`src/rtl/lsu_mem_master_if.sv`:
```
// -----------------------------------------------------------------------------
// lsu_mem_master_if
// Bundles the pipeline request/response handshake and the memory-side bus of
// the load/store unit memory master.
//   master modport : the LSU memory master (drives req_ready, resp_*, mem_*)
//   slave  modport : the surrounding pipeline and memory model
// Signals:
//   req_valid/req_ready          request handshake
//   req_wen/req_size/req_signed  store flag, access size code, load sign mode
//   req_addr/req_wdata           byte address, right-aligned store data
//   resp_valid/resp_ready        response handshake
//   resp_rdata/resp_misalign     extended load data, misalignment flag
//   mem_addr/mem_wdata/mem_mask  doubleword address, lane-shifted data, byte enables
//   mem_enable/mem_wen           access strobe and write qualifier
//   mem_rdata                    combinational read data from memory
// -----------------------------------------------------------------------------
interface lsu_mem_master_if;
    logic        req_valid;
    logic        req_ready;
    logic        req_wen;
    logic [1:0]  req_size;
    logic        req_signed;
    logic [63:0] req_addr;
    logic [63:0] req_wdata;
    logic        resp_valid;
    logic        resp_ready;
    logic [63:0] resp_rdata;
    logic        resp_misalign;
    logic [63:0] mem_addr;
    logic [63:0] mem_wdata;
    logic [7:0]  mem_mask;
    logic        mem_enable;
    logic        mem_wen;
    logic [63:0] mem_rdata;

    modport master (
        input  req_valid, req_wen, req_size, req_signed, req_addr, req_wdata,
        input  resp_ready, mem_rdata,
        output req_ready, resp_valid, resp_rdata, resp_misalign,
        output mem_addr, mem_wdata, mem_mask, mem_enable, mem_wen
    );

    modport slave (
        output req_valid, req_wen, req_size, req_signed, req_addr, req_wdata,
        output resp_ready, mem_rdata,
        input  req_ready, resp_valid, resp_rdata, resp_misalign,
        input  mem_addr, mem_wdata, mem_mask, mem_enable, mem_wen
    );
endinterface

```
`src/rtl/lsu_mem_master.sv`:
```
// -----------------------------------------------------------------------------
// lsu_mem_master
// Single-outstanding load/store memory master. Accepts one request from the
// pipeline, performs a single one-cycle access on a 64-bit doubleword memory
// bus (byte-lane shifted data and byte enables), extends load data and holds
// the response until the consumer takes it. Misaligned requests (when
// MISALIGN_CHECK=1) skip memory and respond immediately with a flag.
// Ports:
//   clk_i   : clock, all state updates on the rising edge
//   rst_ni  : asynchronous active-low reset
//   bus     : lsu_mem_master_if.master (request, response and memory bus)
// Timing: request accepted at edge N -> mem_enable in cycle N+1 -> resp_valid
// from cycle N+2 (misaligned: resp_valid from N+1, no memory strobe).
// -----------------------------------------------------------------------------
module lsu_mem_master #(
    parameter bit MISALIGN_CHECK = 1'b1
) (
    input  logic                     clk_i,
    input  logic                     rst_ni,
    lsu_mem_master_if.master         bus
);

    typedef enum logic [1:0] {
        ST_IDLE   = 2'd0,
        ST_ACCESS = 2'd1,
        ST_RESP   = 2'd2
    } state_e;

    state_e      state_q;
    logic        req_ready_q;
    logic        wen_q;
    logic [1:0]  size_q;
    logic        signed_q;
    logic [2:0]  addr_lo_q;
    logic [63:0] mem_addr_q;
    logic [63:0] mem_wdata_q;
    logic [7:0]  mem_mask_q;
    logic        mem_enable_q;
    logic        mem_wen_q;
    logic        resp_valid_q;
    logic [63:0] resp_rdata_q;
    logic        resp_misalign_q;

    logic        req_misalign_d;
    logic [63:0] load_data_d;

    // Low address bits that must be zero for a naturally aligned access.
    function automatic logic is_misaligned(input logic [1:0] size, input logic [2:0] addr_lo);
        logic [2:0] low_bits;
        case (size)
            2'd0:    low_bits = 3'b000;
            2'd1:    low_bits = 3'b001;
            2'd2:    low_bits = 3'b011;
            2'd3:    low_bits = 3'b111;
            default: low_bits = 3'b111;
        endcase
        return (addr_lo & low_bits) != 3'b000;
    endfunction

    // Byte enables for the access, placed on the lanes selected by addr_lo.
    function automatic logic [7:0] byte_mask(input logic [1:0] size, input logic [2:0] addr_lo);
        logic [7:0] base;
        case (size)
            2'd0:    base = 8'h01;
            2'd1:    base = 8'h03;
            2'd2:    base = 8'h0F;
            2'd3:    base = 8'hFF;
            default: base = 8'hFF;
        endcase
        return base << addr_lo;
    endfunction

    // Truncate right-aligned load data to the access size and extend it.
    function automatic logic [63:0] load_extend(input logic [63:0] raw, input logic [1:0] size,
                                                input logic sgn);
        logic [63:0] ext;
        case (size)
            2'd0:    ext = {{56{sgn & raw[7]}},  raw[7:0]};
            2'd1:    ext = {{48{sgn & raw[15]}}, raw[15:0]};
            2'd2:    ext = {{32{sgn & raw[31]}}, raw[31:0]};
            2'd3:    ext = raw;
            default: ext = raw;
        endcase
        return ext;
    endfunction

    // Misalignment decision for the request currently offered.
    always_comb begin
        req_misalign_d = 1'b0;
        if (MISALIGN_CHECK) begin
            req_misalign_d = is_misaligned(bus.req_size, bus.req_addr[2:0]);
        end else begin
            req_misalign_d = 1'b0;
        end
    end

    // Load result: bring the addressed lane down to bit 0, then size and extend.
    always_comb begin
        load_data_d = 64'd0;
        load_data_d = load_extend(bus.mem_rdata >> {addr_lo_q, 3'b000}, size_q, signed_q);
    end

    // Control FSM with all outputs registered; the memory bus fields are
    // computed once at acceptance and simply held afterwards.
    always_ff @(posedge clk_i or negedge rst_ni) begin
        if (!rst_ni) begin
            state_q         <= ST_IDLE;
            req_ready_q     <= 1'b0;
            wen_q           <= 1'b0;
            size_q          <= 2'd0;
            signed_q        <= 1'b0;
            addr_lo_q       <= 3'd0;
            mem_addr_q      <= 64'd0;
            mem_wdata_q     <= 64'd0;
            mem_mask_q      <= 8'd0;
            mem_enable_q    <= 1'b0;
            mem_wen_q       <= 1'b0;
            resp_valid_q    <= 1'b0;
            resp_rdata_q    <= 64'd0;
            resp_misalign_q <= 1'b0;
        end else begin
            case (state_q)
                ST_IDLE: begin
                    if (req_ready_q && bus.req_valid) begin
                        req_ready_q <= 1'b0;
                        wen_q       <= bus.req_wen;
                        size_q      <= bus.req_size;
                        signed_q    <= bus.req_signed;
                        addr_lo_q   <= bus.req_addr[2:0];
                        mem_addr_q  <= {bus.req_addr[63:3], 3'b000};
                        mem_wdata_q <= bus.req_wdata << {bus.req_addr[2:0], 3'b000};
                        mem_mask_q  <= byte_mask(bus.req_size, bus.req_addr[2:0]);
                        if (req_misalign_d) begin
                            state_q         <= ST_RESP;
                            resp_valid_q    <= 1'b1;
                            resp_rdata_q    <= 64'd0;
                            resp_misalign_q <= 1'b1;
                        end else begin
                            state_q         <= ST_ACCESS;
                            mem_enable_q    <= 1'b1;
                            mem_wen_q       <= bus.req_wen;
                            resp_misalign_q <= 1'b0;
                        end
                    end else begin
                        // Also raises ready on the first edge after reset release.
                        req_ready_q <= 1'b1;
                    end
                end
                ST_ACCESS: begin
                    state_q         <= ST_RESP;
                    mem_enable_q    <= 1'b0;
                    mem_wen_q       <= 1'b0;
                    resp_valid_q    <= 1'b1;
                    resp_misalign_q <= 1'b0;
                    resp_rdata_q    <= wen_q ? 64'd0 : load_data_d;
                end
                ST_RESP: begin
                    // Ready returns only after the handshake edge, so no request
                    // can be taken in the same cycle the response completes.
                    if (bus.resp_ready) begin
                        state_q      <= ST_IDLE;
                        resp_valid_q <= 1'b0;
                        req_ready_q  <= 1'b1;
                    end else begin
                        state_q      <= ST_RESP;
                    end
                end
                default: begin
                    state_q         <= ST_IDLE;
                    req_ready_q     <= 1'b0;
                    mem_enable_q    <= 1'b0;
                    mem_wen_q       <= 1'b0;
                    resp_valid_q    <= 1'b0;
                    resp_misalign_q <= 1'b0;
                    resp_rdata_q    <= 64'd0;
                end
            endcase
        end
    end

    assign bus.req_ready     = req_ready_q;
    assign bus.resp_valid    = resp_valid_q;
    assign bus.resp_rdata    = resp_rdata_q;
    assign bus.resp_misalign = resp_misalign_q;
    assign bus.mem_addr      = mem_addr_q;
    assign bus.mem_wdata     = mem_wdata_q;
    assign bus.mem_mask      = mem_mask_q;
    assign bus.mem_enable    = mem_enable_q;
    assign bus.mem_wen       = mem_wen_q;

endmodule

```
`src/flat_wrapper.sv`:
```
// flat-port wrapper written by rule: the top's interface ports become plain ports
module lsu_mem_master_flat 
#(
    parameter bit MISALIGN_CHECK = 1'b1
)
  (clk_i, rst_ni, bus_req_valid, bus_req_wen, bus_req_size, bus_req_signed, bus_req_addr, bus_req_wdata, bus_resp_ready, bus_mem_rdata, bus_req_ready, bus_resp_valid, bus_resp_rdata, bus_resp_misalign, bus_mem_addr, bus_mem_wdata, bus_mem_mask, bus_mem_enable, bus_mem_wen);
  lsu_mem_master_if bus_i ();
  input  logic clk_i;
  input  logic rst_ni;
  input wire logic [$bits(bus_i.req_valid)-1:0] bus_req_valid;
  input wire logic [$bits(bus_i.req_wen)-1:0] bus_req_wen;
  input wire logic [$bits(bus_i.req_size)-1:0] bus_req_size;
  input wire logic [$bits(bus_i.req_signed)-1:0] bus_req_signed;
  input wire logic [$bits(bus_i.req_addr)-1:0] bus_req_addr;
  input wire logic [$bits(bus_i.req_wdata)-1:0] bus_req_wdata;
  input wire logic [$bits(bus_i.resp_ready)-1:0] bus_resp_ready;
  input wire logic [$bits(bus_i.mem_rdata)-1:0] bus_mem_rdata;
  output wire logic [$bits(bus_i.req_ready)-1:0] bus_req_ready;
  output wire logic [$bits(bus_i.resp_valid)-1:0] bus_resp_valid;
  output wire logic [$bits(bus_i.resp_rdata)-1:0] bus_resp_rdata;
  output wire logic [$bits(bus_i.resp_misalign)-1:0] bus_resp_misalign;
  output wire logic [$bits(bus_i.mem_addr)-1:0] bus_mem_addr;
  output wire logic [$bits(bus_i.mem_wdata)-1:0] bus_mem_wdata;
  output wire logic [$bits(bus_i.mem_mask)-1:0] bus_mem_mask;
  output wire logic [$bits(bus_i.mem_enable)-1:0] bus_mem_enable;
  output wire logic [$bits(bus_i.mem_wen)-1:0] bus_mem_wen;
  assign bus_i.req_valid = bus_req_valid;
  assign bus_i.req_wen = bus_req_wen;
  assign bus_i.req_size = bus_req_size;
  assign bus_i.req_signed = bus_req_signed;
  assign bus_i.req_addr = bus_req_addr;
  assign bus_i.req_wdata = bus_req_wdata;
  assign bus_i.resp_ready = bus_resp_ready;
  assign bus_i.mem_rdata = bus_mem_rdata;
  assign bus_req_ready = bus_i.req_ready;
  assign bus_resp_valid = bus_i.resp_valid;
  assign bus_resp_rdata = bus_i.resp_rdata;
  assign bus_resp_misalign = bus_i.resp_misalign;
  assign bus_mem_addr = bus_i.mem_addr;
  assign bus_mem_wdata = bus_i.mem_wdata;
  assign bus_mem_mask = bus_i.mem_mask;
  assign bus_mem_enable = bus_i.mem_enable;
  assign bus_mem_wen = bus_i.mem_wen;
  lsu_mem_master #(.MISALIGN_CHECK(MISALIGN_CHECK)) u_core (.clk_i(clk_i), .rst_ni(rst_ni), .bus(bus_i));
endmodule
```
`config.mk`:
```
export PLATFORM = sky130hd
export DESIGN_NAME = lsu_mem_master_flat
export DESIGN_NICKNAME = d
export VERILOG_FILES = /design/src/rtl/lsu_mem_master_if.sv /design/src/rtl/lsu_mem_master.sv /design/src/flat_wrapper.sv
export SDC_FILE = /design/constraint.sdc
export NUM_CORES = 1
export LEC_CHECK = 0
export BUFFER_PORTS_ARGS = -buffer_cell sky130_fd_sc_hd__buf_4
export CORE_AREA = 4 4 156 158
export CTS_BUF_LIST = sky130_fd_sc_hd__clkbuf_4 sky130_fd_sc_hd__clkbuf_8
export CTS_CLUSTER_SIZE = 10
export DETAILED_ROUTE_END_ITERATION = 6
export DIE_AREA = 0 0 160 162
export GPL_ROUTABILITY_DRIVEN = 0
export GPL_TIMING_DRIVEN = 0
export MAX_ROUTING_LAYER = met4
export PLACE_DENSITY = 0.79
export SYNTH_ARGS = -nofsm -noshare
export SYNTH_HDL_FRONTEND = slang
export SYNTH_SLANG_ARGS = --single-unit
```
`constraint.sdc`:
```
create_clock -name clk_i -period 2.9 [get_ports clk_i]
set_input_delay 0.29 -clock clk_i [delete_from_list [all_inputs] [get_ports clk_i]]
set_output_delay 0.29 -clock clk_i [all_outputs]
set_load 0.05 [all_outputs]
```
==> results of run 1 <==
[critical path: cells and delay by family (launching register included)]
family / cells / cell delay, ps
and+or+nand+nor: 4 / 1670
DFF: 1 / 350
AOI/OAI and AO/OA: 1 / 280
buffers and inverters: 1 / 170
[report_power, final]
part | leakage (nW) | switching [mW] | total [mW] | internal (mW)
clock | 0.415 | 1.25 | 2.92 | 1.66
sequential | 2.74 | 0.907 | 5.17 | 4.26
combinational | 4.92 | 8.62 | 12.3 | 3.72
total | 8.07 | 10.8 | 20.4 | 9.64
[cells by family after synthesis]
family	Yosys count	synth area share
AO/OA/AOI/OAI	307	0.192
buffers and inverters	120	0.0490
flip-flops	211	0.472
multiplexers	140	0.138
other	1	0.000335
AND/OR/NAND/NOR	412	0.149
[layout make-up]
cell class	count	area (µm²)	share of cell area
Sequential cell	211	5280	0.329
Clock inverter	12	115	0.00717
Tap cell	290	363	0.0226
Buffer	105	493	0.0307
Timing Repair Buffer	463	3680	0.230
Antenna cell	3	7.51	0.000468
Clock buffer	53	667	0.0416
Inverter	15	56.3	0.00351
Multi-Input combinational cell	862	5380	0.335
[Yosys cell counts, types with 2 or more instances]
| cell | instances |
|---|---|
| nand2_1 | 321 |
| dfrtp_1 | 211 |
| mux2i_1 | 98 |
| o21ai_0 | 82 |
| a22o_1 | 81 |
| clkbuf_1 | 61 |
| a21oi_1 | 38 |
| mux2_2 | 34 |
| nor2_1 | 33 |
| nand3_1 | 27 |
| buf_2 | 22 |
| a211oi_1 | 18 |
| o221ai_1 | 15 |
| inv_1 | 14 |
| nor2b_1 | 11 |
| o211ai_1 | 10 |
| o21a_1 | 10 |
| a22oi_1 | 9 |
| buf_1 | 9 |
| o22ai_1 | 9 |
| o2bb2ai_1 | 9 |
| mux4_2 | 8 |
| buf_4 | 7 |
| nand2b_1 | 7 |
| o311ai_0 | 7 |
| buf_6 | 6 |
| a21o_1 | 5 |
| o31ai_1 | 3 |
| a2111oi_0 | 2 |
| a31oi_1 | 2 |
| nand3b_1 | 2 |
| nor2_2 | 2 |
| or2_2 | 2 |
| or3_1 | 2 |
[layer usage]
| metal | GRT usage | up-vias | share of wire | routed length, µm |
|---|---|---|---|---|
| li1 | - | 5218 | - | - |
| met1 | 0.412 | 5713 | 0.35 | 16500 |
| met2 | 0.587 | 932 | 0.48 | 22300 |
| met3 | 0.0987 | 223 | 0.11 | 5160 |
| met4 | 0.179 | 0 | 0.059 | 2750 |
| met5 | - | - | 0 | 0 |
[flip-flops by register name (all words and copies together), names as in the netlist]
| signal | flops |
|---|---|
| u_core.bus.mem_wen | 1 |
| u_core.bus.mem_wdata | 64 |
| u_core.signed_q | 1 |
| u_core.addr_lo_q | 3 |
| u_core.bus.resp_rdata | 64 |
| u_core.wen_q | 1 |
| u_core.state_q | 2 |
| u_core.bus.resp_valid | 1 |
| u_core.bus.mem_mask | 8 |
| u_core.bus.req_ready | 1 |
| u_core.bus.mem_enable | 1 |
| u_core.size_q | 2 |
| u_core.bus.resp_misalign | 1 |
| u_core.bus.mem_addr | 61 |
[through the flow]
stage / instances / util / cell area, µm²
global placement: 1880 / 0.629 / 14500
finish: 2014 / 0.694 / 16000
global route: 2013 / 0.694 / 16000
CTS: 2011 / 0.693 / 16000
detailed placement: 1882 / 0.632 / 14600
floorplan: 1193 / - / 11200
[what timing repair did]
item | 4_1_cts | 5_1_grt
hold endpoints to repair | 187 | 0
setup buffers | 0 | 0
gates resized for setup | 0 | 1
hold buffers | 64 | 0
setup endpoints to repair | 0 | 10
[worst min-delay path by stage]
| stage | endpoint | slack (ps) | cells past startpoint |
|---|---|---|---|
| 3_3_place_gp | u_core.bus.mem_wdata[38] | 450 | 2 |
| 4_1_cts | u_core.bus.mem_wdata[1] | 0.4 | 2 |
| 5_1_grt | u_core.bus.mem_wdata[6] | 3 | 2 |
| 6_report | u_core.bus.mem_wdata[7] | 20 | 2 |
| 2_1_floorplan | u_core.addr_lo_q[0] | -6 | 0 |
| 3_5_place_dp | u_core.bus.resp_rdata[3] | 70 | 1 |
==> flow_summary_export.csv, run 1 <==
group,metric,value,unit
timing,setup_tns,0,ps
setup_path,regToRegSetupSlack,320,ps
timing,final.setup.worst_slack,322,ps
clock_tree,cts_tree,"done",
synthesis,synth_cells,1191,
pwr,power_density,1270,nW/µm²
synthesis,synth_ff_type,"dfrtp_1",
drt,first_pass_iters,5,
setup_path,critPathLaunchType,"flop",
timing,skew,27.6,ps
drt,antenna_left,0,
synthesis,yosys_warnings,0,
pwr,p_total,20.4,mW
setup_path,end_kind,"flop",
clock_tree,cts-root-buf,"clkbuf_8",
setup_path,crit_start,"u_core.state_q[0]",
drt,vias_per_cell,6.00,
setup_path,crit_slowest_cell,"nor4b_2",
timing,setup_viol,0,
pwr,total_leakage_power,8.07,nW
timing,drv_slew,0,
timing,worst_pin_slew,1110,ps
global_routing,overflow,0,
floorplan,die_h,162,µm
setup_path,crit_path_end,"u_core.bus.mem_wdata[36]",
run_status,status,"finished, final reports clean",
drt,vias,12100,
synthesis,synth_area_leaders,"dfrtp_1 (47%), nand2_1 (11%), mux2i_1 (8.8%), a22o_1 (6.3%), o21ai_0 (3.7%)",
drt,dr.first_iter.drc_count,1231,
setup_path,cp_max_fo,10,
pwr,vdd_drop_max,0.991,mV
worst_hold_path,hp-class,"primary input to flop",
setup_path,rr_endpoint,"u_core.bus.mem_wdata[36]",
clock_tree,cts_buffer_depth,3,
final_layout,final_cell_mix,"buf_4 (403), nand2_1 (321), dfrtp_1 (211)",
final_layout,drive_gt1_frac,0.320,
global_routing,antenna_found_initial,2,
floorplan,core_area,23100,µm²
place,port_buffers,397,
job,drv_cap,0,
setup_path,path_cells,"buf_2, nor2_2, nand3_1, nor4b_2, a22oi_1, nand2_1",
final_layout,final_nets,1895,
synthesis,synth-seq-cells,211,
setup_path,r2r-start,"u_core.state_q[0]",
global_routing,grtUsageTotal,0.360,
final_layout,area_growth,43.3,%
global_routing,grt_pass1_wl,71100,µm
synthesis,synth.largest_area_cell,"dfrtp_1",
timing,period_minus_slack,2580,ps
place,place_ws,117,ps
clock_tree,clk_pin_slew,70,ps
timing,slew_headroom,0.258,
place,dp_hpwl,34500,µm
floorplan,dieArea,25900,µm²
timing,fin_crit_sh,0.889,
floorplan,start_util,0.484,
floorplan,dieWidth,160,µm
synthesis,seq_area_frac_synth,0.472,
floorplan,io_pins,405,
setup_path,cp_slowest_stage_delay,1040,ps
synthesis,synth_area,11200,µm²
drt,wl,46700,µm
worst_hold_path,min_from,"bus_req_wdata[7]",
clock_tree,htreeDepth,2,
setup_path,reg2reg_depth,6,
drt,drcViolationCount,0,
timing,rsz0062_at_grt,"false",
setup_path,worstSetupPathType,"flop to flop",
clock_tree,clock_latency,540,ps
global_routing,grt_max_degree,124,
floorplan,fp-row-count,56,
clock_tree,cts.sinks,211,
setup_path,cp.required,3340,ps
setup_path,critPathArrivalTime,3020,ps
timing,max_freq,388,MHz
drt,wl_per_cell,23.2,µm
timing,whs,15.1,ps
synthesis,synth-edff-count,0,
synthesis,synth_top_area_share,0.472,
synthesis,synth_cell_types,48,
clock_tree,cts_buffers,37,
final_layout,fillers,1733,
synthesis,avgSynthCellArea,9.40,µm²
timing,hold_violations,0,
final_layout,mostFrequentLayoutCell,"buf_4",
synthesis,synth-async-reset-ratio,1.00,
global_routing,grt_pass1_vias,12400,
No activity file was read; power rests on OpenSTA's default activity.
==> run 2, diff against run 1 <==
--- a/config.mk
+++ b/config.mk
@@ -6,7 +6,7 @@
 export NUM_CORES = 1
 export LEC_CHECK = 0
 export BUFFER_PORTS_ARGS = -buffer_cell sky130_fd_sc_hd__buf_4
-export CORE_AREA = 4 4 156 158
+export CORE_AREA = 2 2 158 160
 export CTS_BUF_LIST = sky130_fd_sc_hd__clkbuf_4 sky130_fd_sc_hd__clkbuf_8
 export CTS_CLUSTER_SIZE = 10
 export DETAILED_ROUTE_END_ITERATION = 6
@@ -14,7 +14,7 @@
 export GPL_ROUTABILITY_DRIVEN = 0
 export GPL_TIMING_DRIVEN = 0
 export MAX_ROUTING_LAYER = met4
-export PLACE_DENSITY = 0.79
+export PLACE_DENSITY = 0.75
 export SYNTH_ARGS = -nofsm -noshare
 export SYNTH_HDL_FRONTEND = slang
 export SYNTH_SLANG_ARGS = --single-unit
==> run 2 against run 1 <==
  * Combinational power is essentially flat
  * Design area increased by 0.72%
  * Clock power increased by 7.5%
  * Non-clock buffer count is 3 higher
  * Wire length is essentially flat
  * Setup slack gained 85 ps
  * Sequential share of layout area shrank 0.23 points
  * Global-route usage grew 0.33 points
  * Total power rose by 0.83%
  * Highest routed layer unchanged
  * Clock skew is 10 ps lower
  * Critical path type unchanged
  * Largest cell class unchanged
  * Maximum frequency is 3.4% higher
  * Via count down 1.2%
==> flow_summary_export.csv, run 2 (same netlist as run 1, synthesis figures left out) <==
group,metric,value,unit
pwr,swShare,0.525,
timing,max_freq,401,MHz
global_routing,antenna_found_initial,0,
worst_hold_path,hp-class,"primary input to flop",
drt,maxUsedRoutingLayer,"met4",
clock_tree,cts_tree,"done",
timing,setup_tns,0,ps
drt,vias,11900,
global_routing,grt_pass1_vias,12100,
clock_tree,cts_buffer_depth,3,
drt,drcViolationCount,0,
clock_tree,htreeDepth,2,
timing,period_minus_slack,2490,ps
global_routing,grt_max_degree,119,
setup_path,critPathLaunchType,"flop",
floorplan,start_util,0.465,
clock_tree,clock_latency,550,ps
global_routing,grtUsageTotal,0.363,
place,place_ws,233,ps
place,port_buffers,397,
timing,final.setup.worst_slack,407,ps
final_layout,multi_input_area,5380,µm²
pwr,p_int,9.78,mW
final_layout,final_cell_mix,"buf_4 (403), nand2_1 (321), dfrtp_1 (211)",
final_layout,final_nets,1899,
setup_path,worstSetupPathType,"flop to flop",
timing,hold_violations,0,
floorplan,dieArea,25900,µm²
floorplan,die_h,162,µm
pwr,vdd_drop_max,0.989,mV
place,dp_hpwl,34200,µm
floorplan,dieWidth,160,µm
place,dp_cells,1915,
pwr,pwr-share-seq,0.251,
global_routing,overflow,0,
final_layout,drive_gt1_frac,0.320,
timing,skew,17.5,ps
final_layout,area_growth,44.3,%
run_status,status,"finished, final reports clean",
setup_path,cp.required,3330,ps
final_layout,fillers,1896,
drt,wl,46700,µm
clock_tree,cts_buffers,38,
pwr,total_leakage_power,8.11,nW
final_layout,mostFrequentLayoutCell,"buf_4",
job,drv_cap,0,
drt,wl_met1,16900,µm
final_layout,regArea,5280,µm²
timing,setup_viol,0,
drt,vias_per_cell,5.82,
final_layout,num_antenna_cells,0,
timing,worst_pin_slew,1210,ps
clock_tree,cts.sinks,211,
global_routing,grt_pass1_wl,70100,µm
floorplan,core_area,24100,µm²
drt,dr.first_iter.drc_count,1129,
pwr,power_density,1270,nW/µm²
clock_tree,post_cts_buffers,0,
drt,antenna_left,0,
timing,fin_crit_sh,0.860,
setup_path,end_kind,"flop",
timing,slew_headroom,0.195,
drt,wl_per_cell,22.7,µm
timing,whs,18.7,ps
timing,rsz0062_at_grt,"false",
pwr,comb_power_share,0.597,
floorplan,fp-row-count,57,
floorplan,io_pins,405,
drt,first_pass_iters,5,
drt,dr_wl_met2,21500,µm
setup_path,critPathArrivalTime,2920,ps
pwr,clockPowerShare,0.152,
clock_tree,clk_pin_slew,70,ps
pwr,power_switching,10.8,mW
final_layout,stdcell_count,2052,
drt,wl_met3,5270,µm
timing,drv_slew,0,
clock_tree,cts-root-buf,"clkbuf_8",
setup_path,cp_max_fo,10,
[run 2: what timing repair did]
action / in CTS / in global routing
resized for setup: 0 / 1
hold buffers: 68 / 0
endpoints found under the setup margin: 0 / 4
endpoints found under the hold margin: 160 / 0
[run 2: final cells by class]
| cell class | instances | share of cell area |
|---|---|---|
| multi-input combinational | 862 | 0.333 |
| sequential | 211 | 0.327 |
| timing repair buffer | 466 | 0.229 |
| clock buffer | 57 | 0.0451 |
| buffer | 105 | 0.0305 |
| tap | 324 | 0.0251 |
| clock inverter | 12 | 0.00751 |
| inverter | 15 | 0.00348 |
[run 2: metal layers]
| layer | track usage | up-vias |
|---|---|---|
| met5 | - | - |
| met4 | 0.192 | 0 |
| met3 | 0.104 | 202 |
| met2 | 0.572 | 866 |
| met1 | 0.425 | 5643 |
| li1 | - | 5229 |
[run 2: stage by stage]
stage               power (mW)  area, µm²  utilization
floorplan                 13.0      11200            -
global placement          17.0      14600        0.605
detailed placement        17.2      14600        0.607
CTS                       20.4      16200        0.670
global route              21.4      16200        0.670
finish                    20.6      16200        0.670
[run 2: power by group through the flow]
stage          Combinational (mW)  Clock [mW]  Sequential, mW
2_1_floorplan                3.69           0            9.36
3_3_place_gp                 11.9           0            5.10
3_5_place_dp                 12.1           0            5.11
4_1_cts                      12.2        3.18            5.12
5_1_grt                      12.8        3.30            5.29
6_report                     12.3        3.14            5.16
[run 2: final timing paths]
check,startpoint,to,slack [ps],cells past startpoint
setup reg to reg,u_core.addr_lo_q[1],u_core.bus.resp_rdata[27],410,7
hold / removal,bus_req_wdata[7],u_core.bus.mem_wdata[7],20,2
max in group asynchronous,rst_ni,u_core.bus.mem_mask[6],1500,3
hold reg to reg,u_core.bus.mem_wdata[37],u_core.bus.mem_wdata[37],470,2
setup / recovery,u_core.addr_lo_q[1],u_core.bus.resp_rdata[27],410,7
min in group asynchronous,rst_ni,u_core.bus.mem_wdata[2],340,2
[run 2: critical path, stage by stage (launching register included)]
cell      delay [ps]
dfrtp_1          420
buf_6            170
mux2i_1          320
o211ai_1         170
a41oi_2          290
clkbuf_1         430
o21ai_0          330
a22o_1           250
==> run 3, diff against run 2 <==
--- a/config.mk
+++ b/config.mk
@@ -6,11 +6,11 @@
 export NUM_CORES = 1
 export LEC_CHECK = 0
 export BUFFER_PORTS_ARGS = -buffer_cell sky130_fd_sc_hd__buf_4
-export CORE_AREA = 2 2 158 160
+export CORE_AREA = 2 2 159 161
 export CTS_BUF_LIST = sky130_fd_sc_hd__clkbuf_4 sky130_fd_sc_hd__clkbuf_8
 export CTS_CLUSTER_SIZE = 10
 export DETAILED_ROUTE_END_ITERATION = 6
-export DIE_AREA = 0 0 160 162
+export DIE_AREA = 0 0 161 163
 export GPL_ROUTABILITY_DRIVEN = 0
 export GPL_TIMING_DRIVEN = 0
 export MAX_ROUTING_LAYER = met4
==> run 3 against run 2 <==
  * Clock power shrank 4%
  * Largest power group unchanged
  * Maximum frequency shrank 1.9%
  * Via count grew 1.4%
  * Combinational power is essentially flat
  * Final cell count grew 0.19%
  * Flip-flop and latch count is the same
  * Register-to-register slack lost 50 ps
  * Setup slack lost 47 ps
  * Clock skew grew 17 ps
  * Critical endpoint is now u_core.bus.mem_addr[57]
  * Die area grew 1.2%
  * Sequential share of layout area grew 0.058 points
  * Critical path depth is the same
==> flow_summary_export.csv, run 3 (same netlist as run 1, synthesis figures left out) <==
group,metric,value,unit
run_status,status,"finished, final reports clean",
place,dp_hpwl,34000,µm
global_routing,overflow,0,
clock_tree,cts_tree,"done",
timing,period_minus_slack,2540,ps
pwr,power_switching,10.8,mW
final_layout,mostFrequentLayoutCell,"buf_4",
final_layout,area_growth,44.1,%
pwr,p_int,9.71,mW
pwr,clockPowerShare,0.147,
drt,first_pass_iters,7,
timing,hold_violations,0,
setup_path,regToRegSetupSlack,360,ps
clock_tree,post_cts_buffers,0,
setup_path,cp_top_family,"buffers and inverters",
global_routing,antenna_found_initial,3,
clock_tree,cts_buffers,38,
global_routing,grt-busiest-layer,"met2",
final_layout,fin_area,16100,µm²
global_routing,grt.met3_usage,0.0896,
final_layout,final_cell_mix,"buf_4 (403), nand2_1 (321), dfrtp_1 (211)",
floorplan,die_h,163,µm
setup_path,path_depth,7,
clock_tree,cts.sinks,211,
setup_path,cp_max_fo,10,
place,port_buffers,397,
setup_path,rr_endpoint,"u_core.bus.mem_addr[57]",
clock_tree,htreeDepth,2,
setup_path,crit_start,"u_core.state_q[0]",
setup_path,cp_slowest_stage_delay,650,ps
global_routing,grt.met1_usage,0.414,
setup_path,cp.required,3340,ps
drt,wl_per_cell,22.6,µm
place,postPlaceCellArea,14600,µm²
place,dp_cells,1921,
job,drv_cap,0,
pwr,vdd_drop_max,1.08,mV
pwr,power_density,1270,nW/µm²
setup_path,reg2reg_depth,7,
drt,vias_per_cell,5.89,
global_routing,met2_usage,0.566,
drt,antenna_left,0,
floorplan,dieWidth,161,µm
global_routing,grt_pass1_wl,69300,µm
floorplan,io_pins,405,
drt,dr.first_iter.drc_count,1116,
timing,max_freq,394,MHz
global_routing,grtUsageTotal,0.353,
setup_path,path_cells,"buf_2, nor2_2, nand3_1, clkbuf_1, clkbuf_1, nand2_1, nand2_1",
floorplan,fp-row-count,58,
setup_path,critPathArrivalTime,2980,ps
final_layout,stdcell_count,2056,
pwr,pwr-share-seq,0.254,
pwr,comb_power_share,0.600,
final_layout,post-route-util,0.654,
floorplan,core_area,24700,µm²
drt,drcViolationCount,0,
global_routing,grt_pass1_vias,12200,
clock_tree,cts-root-buf,"clkbuf_8",
timing,rsz0062_at_grt,"false",
drt,wl,46400,µm
timing,fin_crit_sh,0.876,
setup_path,worstSetupPathType,"flop to flop",
timing,worst_pin_slew,1040,ps
floorplan,dieArea,26200,µm²
clock_tree,clock_latency,540,ps
global_routing,grt_max_degree,125,
setup_path,r2r-start,"u_core.state_q[0]",
floorplan,start_util,0.454,
timing,setup_viol,0,
setup_path,crit_path_end,"u_core.bus.mem_addr[57]",
setup_path,critPathLaunchType,"flop",
final_layout,final_nets,1899,
timing,skew,34.2,ps
final_layout,drive_gt1_frac,0.318,
worst_hold_path,min_path_cells,2,
setup_path,end_kind,"flop",
clock_tree,cts_buffer_depth,3,
timing,drv_slew,0,
pwr,swShare,0.526,
pwr,total_leakage_power,8.09,nW
timing,slew_headroom,0.304,
clock_tree,clk_pin_slew,60,ps
timing,setup_tns,0,ps
setup_path,crit_slowest_cell,"clkbuf_1",
setup_path,critPathBufInv,3,
drt,vias,12100,
worst_hold_path,hp-class,"primary input to flop",
[run 3: area by class of cell]
class	instances	area (µm²)
Sequential cell	211	5280
Antenna cell	3	7.51
Timing Repair Buffer	466	3700
Tap cell	330	413
Multi-Input combinational cell	862	5380
Inverter	15	56.3
Fill cell	1999	8540
Buffer	105	493
Clock buffer	58	748
Clock inverter	6	57.6
[run 3: how the worst min path moves through the flow]
stage	from	endpoint	slack, ps
after detailed placement	rst_ni	u_core.bus.resp_rdata[3]	330
after CTS	bus_req_wdata[4]	u_core.bus.mem_wdata[4]	1
after global routing	bus_req_wdata[0]	u_core.bus.mem_wdata[0]	10
after global placement	u_core.bus.mem_wdata[39]	u_core.bus.mem_wdata[39]	450
final	bus_req_wdata[0]	u_core.bus.mem_wdata[0]	20
after floorplan	rst_ni	u_core.addr_lo_q[0]	-6
[run 3: per-layer routing]
metal	routed length, µm	vias up
met4	2690	0
met2	21900	891
met1	17000	5749
met5	0	-
met3	4810	225
li1	-	5241
[run 3: power groups by stage]
stage	Clock, mW	Combinational (mW)	Sequential [mW]
2_1_floorplan	0	3.69	9.36
3_3_place_gp	0	11.9	5.14
3_5_place_dp	0	12.0	5.15
4_1_cts	3.03	12.1	5.14
5_1_grt	3.17	12.8	5.32
6_report	3.00	12.3	5.20
[run 3: repair_timing]
item / in CTS / in global routing
endpoints found under the setup margin: 0 / 7
hold buffers: 68 / 0
hold endpoints to repair: 154 / 0
resized for setup: 0 / 1
[run 3: metrics by stage]
step           hold WS [ps]  power, mW  setup slack [ps]
2_1_floorplan         -5.59       13.0               873
3_3_place_gp            455       17.0              19.8
3_5_place_dp            333       17.2               116
4_1_cts                1.10       20.3               114
5_1_grt                11.5       21.3               300
6_report               23.3       20.5               359
